$ cat config.mk
export PLATFORM = sky130hd
export DESIGN_NAME = multicycle_control_unit
export DESIGN_NICKNAME = d
export VERILOG_FILES = /design/src/rtl/multicycle_control_unit.sv
export SDC_FILE = /design/constraint.sdc
export NUM_CORES = 1
export LEC_CHECK = 0
export BUFFER_PORTS_ARGS = -buffer_cell sky130_fd_sc_hd__buf_2
export CAP_MARGIN = 20
export CORE_ASPECT_RATIO = 1.75
export CORE_MARGIN = 3
export CORE_UTILIZATION = 37
export CTS_BUF_LIST = sky130_fd_sc_hd__clkbuf_8
export CTS_CLUSTER_SIZE = 14
export DETAILED_ROUTE_END_ITERATION = 12
export SLEW_MARGIN = 5
export SYNTH_ARGS = -nofsm -noshare
export SYNTH_HDL_FRONTEND = slang
export SYNTH_SLANG_ARGS = --single-unit
$ cat constraint.sdc
create_clock -name clk -period 3.62 [get_ports clk]
set_input_delay 0 -clock clk [delete_from_list [all_inputs] [get_ports clk]]
set_output_delay 0 -clock clk [all_outputs]
set_load 0.005 [all_outputs]
$ cat src/rtl/multicycle_control_unit.sv
// multicycle_control_unit
//   Control FSM for a multi-cycle RV32I datapath. Walks each instruction
//   through FETCH / DECODE / execute / memory / write-back, stalls on the
//   memory ready handshake, aborts hung memory accesses into BUSERR, traps
//   unsupported opcodes into TRAP and counts retired instructions.
//
// Ports
//   clk, reset        rising-edge clock, asynchronous active-high reset
//   opcode            instr[6:0] from the instruction register
//   zero              ALU zero flag (consumed by the datapath through pc_write_cond)
//   mem_ready         memory finished the current access this cycle
//   mem_read/mem_write, i_or_d, ir_write, pc_write, pc_write_cond,
//   pc_source, alu_src_a, alu_src_b, alu_op, reg_write, mem_to_reg
//                     datapath mux selects and enables
//   illegal_instr     sticky trap flag (TRAP state)
//   bus_error         sticky memory timeout flag (BUSERR state)
//   state_o           current state encoding, for debug
//   retired           retired-instruction counter, wraps modulo 2^CNT_W
module multicycle_control_unit #(
    parameter int ALUOP_W = 2,
    parameter int TIMEOUT = 16,
    parameter int CNT_W   = 32,
    parameter int EN_JAL  = 1
) (
    input  logic               clk,
    input  logic               reset,
    input  logic [6:0]         opcode,
    input  logic               zero,
    input  logic               mem_ready,
    output logic               mem_read,
    output logic               mem_write,
    output logic               i_or_d,
    output logic               ir_write,
    output logic               pc_write,
    output logic               pc_write_cond,
    output logic [1:0]         pc_source,
    output logic [1:0]         alu_src_a,
    output logic [1:0]         alu_src_b,
    output logic [ALUOP_W-1:0] alu_op,
    output logic               reg_write,
    output logic [1:0]         mem_to_reg,
    output logic               illegal_instr,
    output logic               bus_error,
    output logic [3:0]         state_o,
    output logic [CNT_W-1:0]   retired
);

    localparam logic [3:0] S_IDLE     = 4'd0;
    localparam logic [3:0] S_FETCH    = 4'd1;
    localparam logic [3:0] S_DECODE   = 4'd2;
    localparam logic [3:0] S_EXEC_R   = 4'd3;
    localparam logic [3:0] S_EXEC_I   = 4'd4;
    localparam logic [3:0] S_MEM_ADDR = 4'd5;
    localparam logic [3:0] S_MEM_RD   = 4'd6;
    localparam logic [3:0] S_MEM_WB   = 4'd7;
    localparam logic [3:0] S_MEM_WR   = 4'd8;
    localparam logic [3:0] S_ALU_WB   = 4'd9;
    localparam logic [3:0] S_BRANCH   = 4'd10;
    localparam logic [3:0] S_JAL      = 4'd11;
    localparam logic [3:0] S_TRAP     = 4'd12;
    localparam logic [3:0] S_BUSERR   = 4'd13;

    localparam logic [6:0] OP_R      = 7'b0110011;
    localparam logic [6:0] OP_I      = 7'b0010011;
    localparam logic [6:0] OP_LOAD   = 7'b0000011;
    localparam logic [6:0] OP_STORE  = 7'b0100011;
    localparam logic [6:0] OP_BRANCH = 7'b1100011;
    localparam logic [6:0] OP_JAL    = 7'b1101111;

    localparam logic [ALUOP_W-1:0] ALU_ADD   = ALUOP_W'(0);
    localparam logic [ALUOP_W-1:0] ALU_SUB   = ALUOP_W'(1);
    localparam logic [ALUOP_W-1:0] ALU_FUNCT = ALUOP_W'(2);

    // The wait counter only has to reach TIMEOUT-1.
    localparam int TO_W = (TIMEOUT > 1) ? $clog2(TIMEOUT) : 1;
    localparam logic [TO_W-1:0] TO_LIMIT = TO_W'((TIMEOUT > 0) ? TIMEOUT - 1 : 0);

    logic [3:0]      state, state_next;
    logic [TO_W-1:0] wait_cnt, wait_cnt_next;
    logic            retire;
    logic            mem_wait_state;
    logic            timed_out;

    // The branch decision on zero is made by the datapath gating pc_write_cond.
    logic unused_zero;
    assign unused_zero = zero;

    assign mem_wait_state = (state == S_FETCH) || (state == S_MEM_RD) || (state == S_MEM_WR);
    // mem_ready on the limit cycle wins: timed_out is only consulted when not ready.
    assign timed_out = (TIMEOUT != 0) && mem_wait_state && !mem_ready && (wait_cnt == TO_LIMIT);

    // State register, wait counter and retired counter
    always_ff @(posedge clk or posedge reset) begin
        if (reset) begin
            state    <= S_IDLE;
            wait_cnt <= '0;
            retired  <= '0;
        end else begin
            state    <= state_next;
            wait_cnt <= wait_cnt_next;
            if (retire) begin
                retired <= retired + CNT_W'(1);
            end
        end
    end

    // Next-state logic
    always_comb begin
        state_next = state;
        retire     = 1'b0;
        case (state)
            S_IDLE:     state_next = S_FETCH;
            S_FETCH: begin
                if (mem_ready)      state_next = S_DECODE;
                else if (timed_out) state_next = S_BUSERR;
            end
            S_DECODE: begin
                case (opcode)
                    OP_R:               state_next = S_EXEC_R;
                    OP_I:               state_next = S_EXEC_I;
                    OP_LOAD, OP_STORE:  state_next = S_MEM_ADDR;
                    OP_BRANCH:          state_next = S_BRANCH;
                    OP_JAL:             state_next = (EN_JAL != 0) ? S_JAL : S_TRAP;
                    default:            state_next = S_TRAP;
                endcase
            end
            S_EXEC_R:   state_next = S_ALU_WB;
            S_EXEC_I:   state_next = S_ALU_WB;
            S_MEM_ADDR: begin
                // An opcode that changed since DECODE is treated as illegal.
                if (opcode == OP_LOAD)       state_next = S_MEM_RD;
                else if (opcode == OP_STORE) state_next = S_MEM_WR;
                else                         state_next = S_TRAP;
            end
            S_MEM_RD: begin
                if (mem_ready)      state_next = S_MEM_WB;
                else if (timed_out) state_next = S_BUSERR;
            end
            S_MEM_WR: begin
                if (mem_ready) begin
                    state_next = S_FETCH;
                    retire     = 1'b1;
                end else if (timed_out) begin
                    state_next = S_BUSERR;
                end
            end
            S_ALU_WB, S_MEM_WB, S_BRANCH, S_JAL: begin
                state_next = S_FETCH;
                retire     = 1'b1;
            end
            S_TRAP:     state_next = S_TRAP;
            S_BUSERR:   state_next = S_BUSERR;
            default:    state_next = S_IDLE;
        endcase

        // Count consecutive not-ready cycles of one memory access; any
        // handshake or state change starts the next access from zero.
        if (mem_wait_state && !mem_ready && (state_next == state)) begin
            wait_cnt_next = wait_cnt + 1'b1;
        end else begin
            wait_cnt_next = '0;
        end
    end

    // Output logic (Moore, except ir_write/pc_write in FETCH)
    always_comb begin
        mem_read      = 1'b0;
        mem_write     = 1'b0;
        i_or_d        = 1'b0;
        ir_write      = 1'b0;
        pc_write      = 1'b0;
        pc_write_cond = 1'b0;
        pc_source     = 2'b00;
        alu_src_a     = 2'b00;
        alu_src_b     = 2'b00;
        alu_op        = ALU_ADD;
        reg_write     = 1'b0;
        mem_to_reg    = 2'b00;
        illegal_instr = 1'b0;
        bus_error     = 1'b0;
        case (state)
            S_FETCH: begin
                mem_read  = 1'b1;
                alu_src_b = 2'b01;
                ir_write  = mem_ready;
                pc_write  = mem_ready;
            end
            S_DECODE: begin
                alu_src_a = 2'b10;
                alu_src_b = 2'b10;
            end
            S_EXEC_R: begin
                alu_src_a = 2'b01;
                alu_op    = ALU_FUNCT;
            end
            S_EXEC_I: begin
                alu_src_a = 2'b01;
                alu_src_b = 2'b10;
                alu_op    = ALU_FUNCT;
            end
            S_MEM_ADDR: begin
                alu_src_a = 2'b01;
                alu_src_b = 2'b10;
            end
            S_MEM_RD: begin
                mem_read = 1'b1;
                i_or_d   = 1'b1;
            end
            S_MEM_WB: begin
                reg_write  = 1'b1;
                mem_to_reg = 2'b01;
            end
            S_MEM_WR: begin
                mem_write = 1'b1;
                i_or_d    = 1'b1;
            end
            S_ALU_WB:   reg_write = 1'b1;
            S_BRANCH: begin
                alu_src_a     = 2'b01;
                alu_op        = ALU_SUB;
                pc_write_cond = 1'b1;
                pc_source     = 2'b01;
            end
            S_JAL: begin
                pc_write   = 1'b1;
                pc_source  = 2'b10;
                reg_write  = 1'b1;
                mem_to_reg = 2'b10;
            end
            S_TRAP:     illegal_instr = 1'b1;
            S_BUSERR:   bus_error = 1'b1;
            default: ;
        endcase
    end

    assign state_o = state;

endmodule
==> results.yml, run 1 <==
floorplanning:
  fp.dieH_um: 112
  fp-row-count: 38
  floorplan.initialDensity: 0.382
  fp.dieW_um: 66.6
  die-area_mm2: 0.00746
  pin_count: 66
  core_area_mm2: 0.00623
synth:
  async_reset_ff_frac: 1.00
  synthTopCellsByArea: "dfrtp_1 (42%), xor2_1 (8.1%), xnor2_1 (4.4%)"
  synth_cells: 257
  ys_seq_elements: 40
  ys_types: 45
  yosysTopAreaCellShare: 0.421
  syn_area_per_cell_um2: 9.25
  ys_seq_area_frac: 0.421
  synth_area_mm2: 0.00238
  synth_flop_cell: "dfrtp_1"
  synth_nets: 270
  ys.warnings.count: 0
  yosys.area.top_type: "dfrtp_1"
  synth_edf_count: 0
final_layout:
  final_common_cell: "buf_2"
  antenna_cells: 0
  final_util: 0.458
  layout-drive-gt1-share: 0.271
  final_cells: 397
  fin_area_mm2: 0.00285
  final_cell_mix: "buf_2 (64), dfrtp_1 (40), nor2_1 (25)"
  nNetsFinal: 329
  area_delta_synth_final_pct: 19.9
worst_setup_path:
  path_class: "reg -> reg"
  cp.arrival_ps: 2800
  endpoint_kind: "register"
  regToRegSetupSlack_ps: 1030
  startpoint_type: "register"
  path_max_fanout: 22
  ff2ff_path_depth: 5
  r2r_start: "state_o[3]"
  startpoint: "state_o[3]"
  required_ps: 3830
  rr_endpoint: "retired[6]"
cts:
  hold_buffers: 1
  max-clock-path-buffers: 2
  path_clk_slew_ps: 70
  cts_max_level: 2
  cts_resized: 0
  clock_sinks: 40
  insertion_delay_ps: 290
  cts_tree: "done"
  post-cts-setup-buffers: 0
  clockRootBuffer: "clkbuf_8"
  cts_inserted_buffers: 5
placed_design:
  port_buffers: 64
  dpl_cell_area_mm2: 0.00273
  gp_congestion: 0.839
  pre_cts_slack_ps: 1020
  dpl.cell_count: 388
  dp_hpwl_um: 4190
sta:
  setup_tns_ps: 0
  finalCriticalPeriod_ps: 2590
  fin_ws_ps: 1030
  max_freq_mhz: 387
  tightest_slew_ps: 686
  skew_ps: 5.94
  finalHoldViolCount: 0
  whs_ps: 82.5
  setup_viol: 0
  maxSlewHeadroom: 0.542
  rsz0062_at_grt: "false"
  slew_viol_final: 0
  finalCritPeriodShare: 0.714
drt:
  first_pass_iters: 4
  drc: 0
  num_vias: 2072
  ant_nets: 0
  dr.first_iter.drc_count: 85
  viasPerCell: 5.22
  routedWlPerCell_um: 14.3
  finalWirelength_um: 5690
hold_path:
  hold-path-endpoint: "state_o[3]"
  worst_hold_path_type: "in -> reg"
  min-delay-start: "mem_ready"
  holdPathStages: 2
global_routing:
  grt_pass1_vias: 2067
  grt_max_degree: 41
  gr-total-overflow: 0
  grt_pass1_wl_um: 9540
  grt.total_usage: 0.161
  antenna_found_initial: 0
run_status:
  outcome: "finished, final reports clean"
flow_run:
  cap_violations: 0
power_and_ir_drop:
  vdd_drop_max_mv: 0.345
  cellLeakagePower_nw: 1.39
  powerDensity_mw_per_mm2: 542
  total_power_mw: 1.55
[sequential cells by signal, indices dropped and copies added (netlist names)]
register,flops
state_o,4
wait_cnt,4
retired,32
[power by group]
part	switching, mW	internal (mW)	leakage (nW)
registers	0.150	0.500	0.498
logic	0.292	0.250	0.833
clock network	0.153	0.202	0.0593
[cells in the mapped netlist, drive strengths merged (4+ instances only)]
library cell,n
nor4,6
xnor2,12
o21ai,4
or2,4
nand2,21
clkbuf,7
nand4,12
a21oi,8
nand3,16
buf,7
and2,5
nor2,25
and3,6
xor2,22
nor3,11
dfrtp,40
nand2b,6
inv,9
[critical path, cell delays in order, from the launching register on]
cell and delay, ps:
dfrtp_1 760, nand2b_1 330, o211a_1 510, nor2_1 470, and4_2 290, xor2_1 150
[worst max-delay path by stage]
stage,endpoint,slack (ps),depth (start not counted)
final,retired[6],1030,5
after global routing,retired[6],690,5
after CTS,retired[6],980,5
after detailed placement,retired[6],1020,5
after global placement,retired[6],1070,5
after floorplan,retired[31],1840,6
[cell families after synthesis]
logic type	count (synthesis)	synth area share
adders and majority gates	2	0.0105
muxes	1	0.00474
xor gates and xnor gates	34	0.125
and+or+nand+nor	127	0.308
DFF	40	0.421
buffers and inverters	23	0.0442
AOI/OAI and AO/OA	30	0.0863
[layout make-up]
type | count | area [um^2]
clock buffers | 5 | 68.8
clock inverters | 3 | 38.8
fillers | 624 | 3380
inverters | 9 | 33.8
multi-input cells | 194 | 1270
flip-flops and latches | 40 | 1000
well taps | 80 | 100
repair buffers | 66 | 338
[metal layers]
layer  wire, um  track usage
met1       2250        0.179
met2       3130        0.298
met3        218       0.0200
met4         87       0.0611
met5          0            0
Note: power is estimated with default switching activity, not from simulation.
==> inputs of run 2 (changes only) <==
ABC_AREA = 1   (was unset)
clock period = 2.6 ns   (was 3.62 ns; I/O delays follow)
==> run 2 against run 1 <==
Wire length up 24%. Final cell count increased by 32%. Non-clock buffer count did not move. Critical endpoint is now retired[17]. Largest power group is now combinational logic.
==> results.yml, run 2 <==
cts:
  cts_tree: "done"
  max-clock-path-buffers: 2
  insertion_delay_ps: 300
  clockRootBuffer: "clkbuf_8"
  path_clk_slew_ps: 80
  cts_resized: 0
  clock_sinks: 40
  cts_inserted_buffers: 5
  cts_max_level: 2
final_layout:
  final_common_cell: "nand2_1"
  final_cells: 523
  layout-drive-gt1-share: 0.219
  regMostFlops: "retired"
  largest_register_ff_count: 32
  antenna_cells: 0
  final_cell_mix: "nand2_1 (104), buf_2 (64), inv_1 (49), nor2_1 (49), dfrtp_1 (40)"
  area_delta_synth_final_pct: 21.5
  nNetsFinal: 451
  fillCellCount: 728
synth:
  synth_nets: 383
  ys.warnings.count: 0
  ys_seq_area_frac: 0.381
  synth_cells: 370
  synth_flop_cell: "dfrtp_1"
  async_reset_ff_frac: 1.00
  synth_common_cells: "nand2_1 (104), inv_1 (49), nor2_1 (49)"
  synth_edf_count: 0
  synth.most_common_cell: "nand2_1"
  ys_seq_elements: 40
  synthTopCellsByArea: "dfrtp_1 (38%), nand2_1 (15%), xor2_1 (7.3%)"
  yosysTopAreaCellShare: 0.381
  syn_area_per_cell_um2: 7.11
  ys_types: 31
  synth_area_mm2: 0.00263
  yosys.area.top_type: "dfrtp_1"
power_and_ir_drop:
  total_power_mw: 2.38
  vdd_drop_max_mv: 0.574
  cellLeakagePower_nw: 1.70
  powerDensity_mw_per_mm2: 744
sta:
  tightest_slew_ps: 500
  maxSlewHeadroom: 0.664
  max_freq_mhz: 498
  skew_ps: 5.73
  finalCriticalPeriod_ps: 2010
  setup_tns_ps: 0
  whs_ps: 35.2
  fin_ws_ps: 594
  rsz0062_at_grt: "false"
  setup_viol: 0
  slew_viol_final: 0
  finalCritPeriodShare: 0.772
  finalHoldViolCount: 0
floorplanning:
  pin_count: 66
  fp.dieH_um: 118
  core_area_mm2: 0.00691
  floorplan.initialDensity: 0.381
  fp-row-count: 40
  die-area_mm2: 0.00820
  fp.dieW_um: 69.7
global_routing:
  grt_pass1_wl_um: 11600
  grt_max_degree: 41
  grt.total_usage: 0.178
  grt_pass1_vias: 2564
  antenna_found_initial: 0
  gr-total-overflow: 0
drt:
  num_vias: 2566
  drc: 0
  routedWlPerCell_um: 13.5
  finalWirelength_um: 7050
  ant_nets: 0
  dr.first_iter.drc_count: 102
  first_pass_iters: 5
  viasPerCell: 4.91
placed_design:
  port_buffers: 64
  dp_hpwl_um: 5620
  pre_cts_slack_ps: 619
  gp_congestion: 0.884
  dpl.cell_count: 514
flow_run:
  cap_violations: 0
worst_setup_path:
  path_max_fanout: 28
  cp.arrival_ps: 2200
  required_ps: 2790
  startpoint_type: "register"
  endpoint_kind: "register"
  path_class: "reg -> reg"
hold_path:
  worst_hold_path_type: "in -> reg"
run_status:
  outcome: "finished, final reports clean"
## run 2: cell types whose count changed in the layout (fill, tap and decap cells not counted), sizes merged, moves of 7 or more
cell / change
nor3: +7
inv: +47
nor2: +32
nand2: +83
## run 2: worst paths after layout
path,endpoint,depth (start not counted),start,slack (ps)
setup / recovery,retired[17],10,state_o[1],590
hold / removal,state_o[0],3,mem_ready,40
setup reg to reg,retired[17],10,state_o[1],590
hold reg to reg,wait_cnt[0],1,wait_cnt[0],460
max in group asynchronous,retired[5],4,reset,1890
min in group asynchronous,retired[18],4,reset,350
## run 2: through the flow
| stage | cell area (um^2) | util |
|---|---|---|
| 6_report | 3200 | 0.463 |
| 5_1_grt | 3200 | 0.463 |
| 4_1_cts | 3200 | 0.463 |
| 3_5_place_dp | 3030 | 0.438 |
| 3_3_place_gp | 3030 | 0.438 |
| 2_1_floorplan | 2630 | - |
## run 2: cell families (layout without fill, tap and decap cells)
group | Yosys count | in the layout | synth area share
AOI/OAI and AO/OA | 19 | 19 | 0.0447
buffers and inverters | 62 | 131 | 0.0951
adders and majority gates | 2 | 2 | 0.00951
DFF | 40 | 40 | 0.381
xor gates and xnor gates | 32 | 32 | 0.107
and+or+nand+nor | 215 | 215 | 0.363
## run 2: per-layer routing
metal	wire, um	vias up	global-route usage
met3	332	25	0.0299
met1	2450	1164	0.169
met2	3880	91	0.337
li1	-	1286	-
met5	0	-	0
met4	394	0	0.119
## run 2: layout make-up
| class | count | area (um^2) | area share |
|---|---|---|---|
| inverter | 57 | 214 | 0.0670 |
| timing repair buffer | 66 | 338 | 0.106 |
| multi-input combinational | 268 | 1380 | 0.431 |
| clock inverter | 3 | 90.1 | 0.0282 |
| sequential | 40 | 1000 | 0.313 |
| tap | 84 | 105 | 0.0329 |
| clock buffer | 5 | 68.8 | 0.0215 |
## run 2: power by group
part           switching (mW)  internal, mW  total [mW]
Clock                   0.224         0.480       0.704
Sequential              0.118         0.710       0.828
Combinational           0.552         0.294       0.845
Total                   0.893          1.48        2.38
## run 2: what timing repair did
item / in CTS / in global routing
endpoints found under the hold margin: 40 / 0
setup buffers: 0 / 0
hold buffers: 1 / 0
## run 2: critical path, stage by stage (launching register included)
cell	delay, ps
dfrtp_1	520
inv_1	90
nor2_2	130
inv_2	60
nor2_2	170
inv_2	80
nand3_4	280
inv_2	180
nor2_4	140
nand2_1	90
xor2_1	140
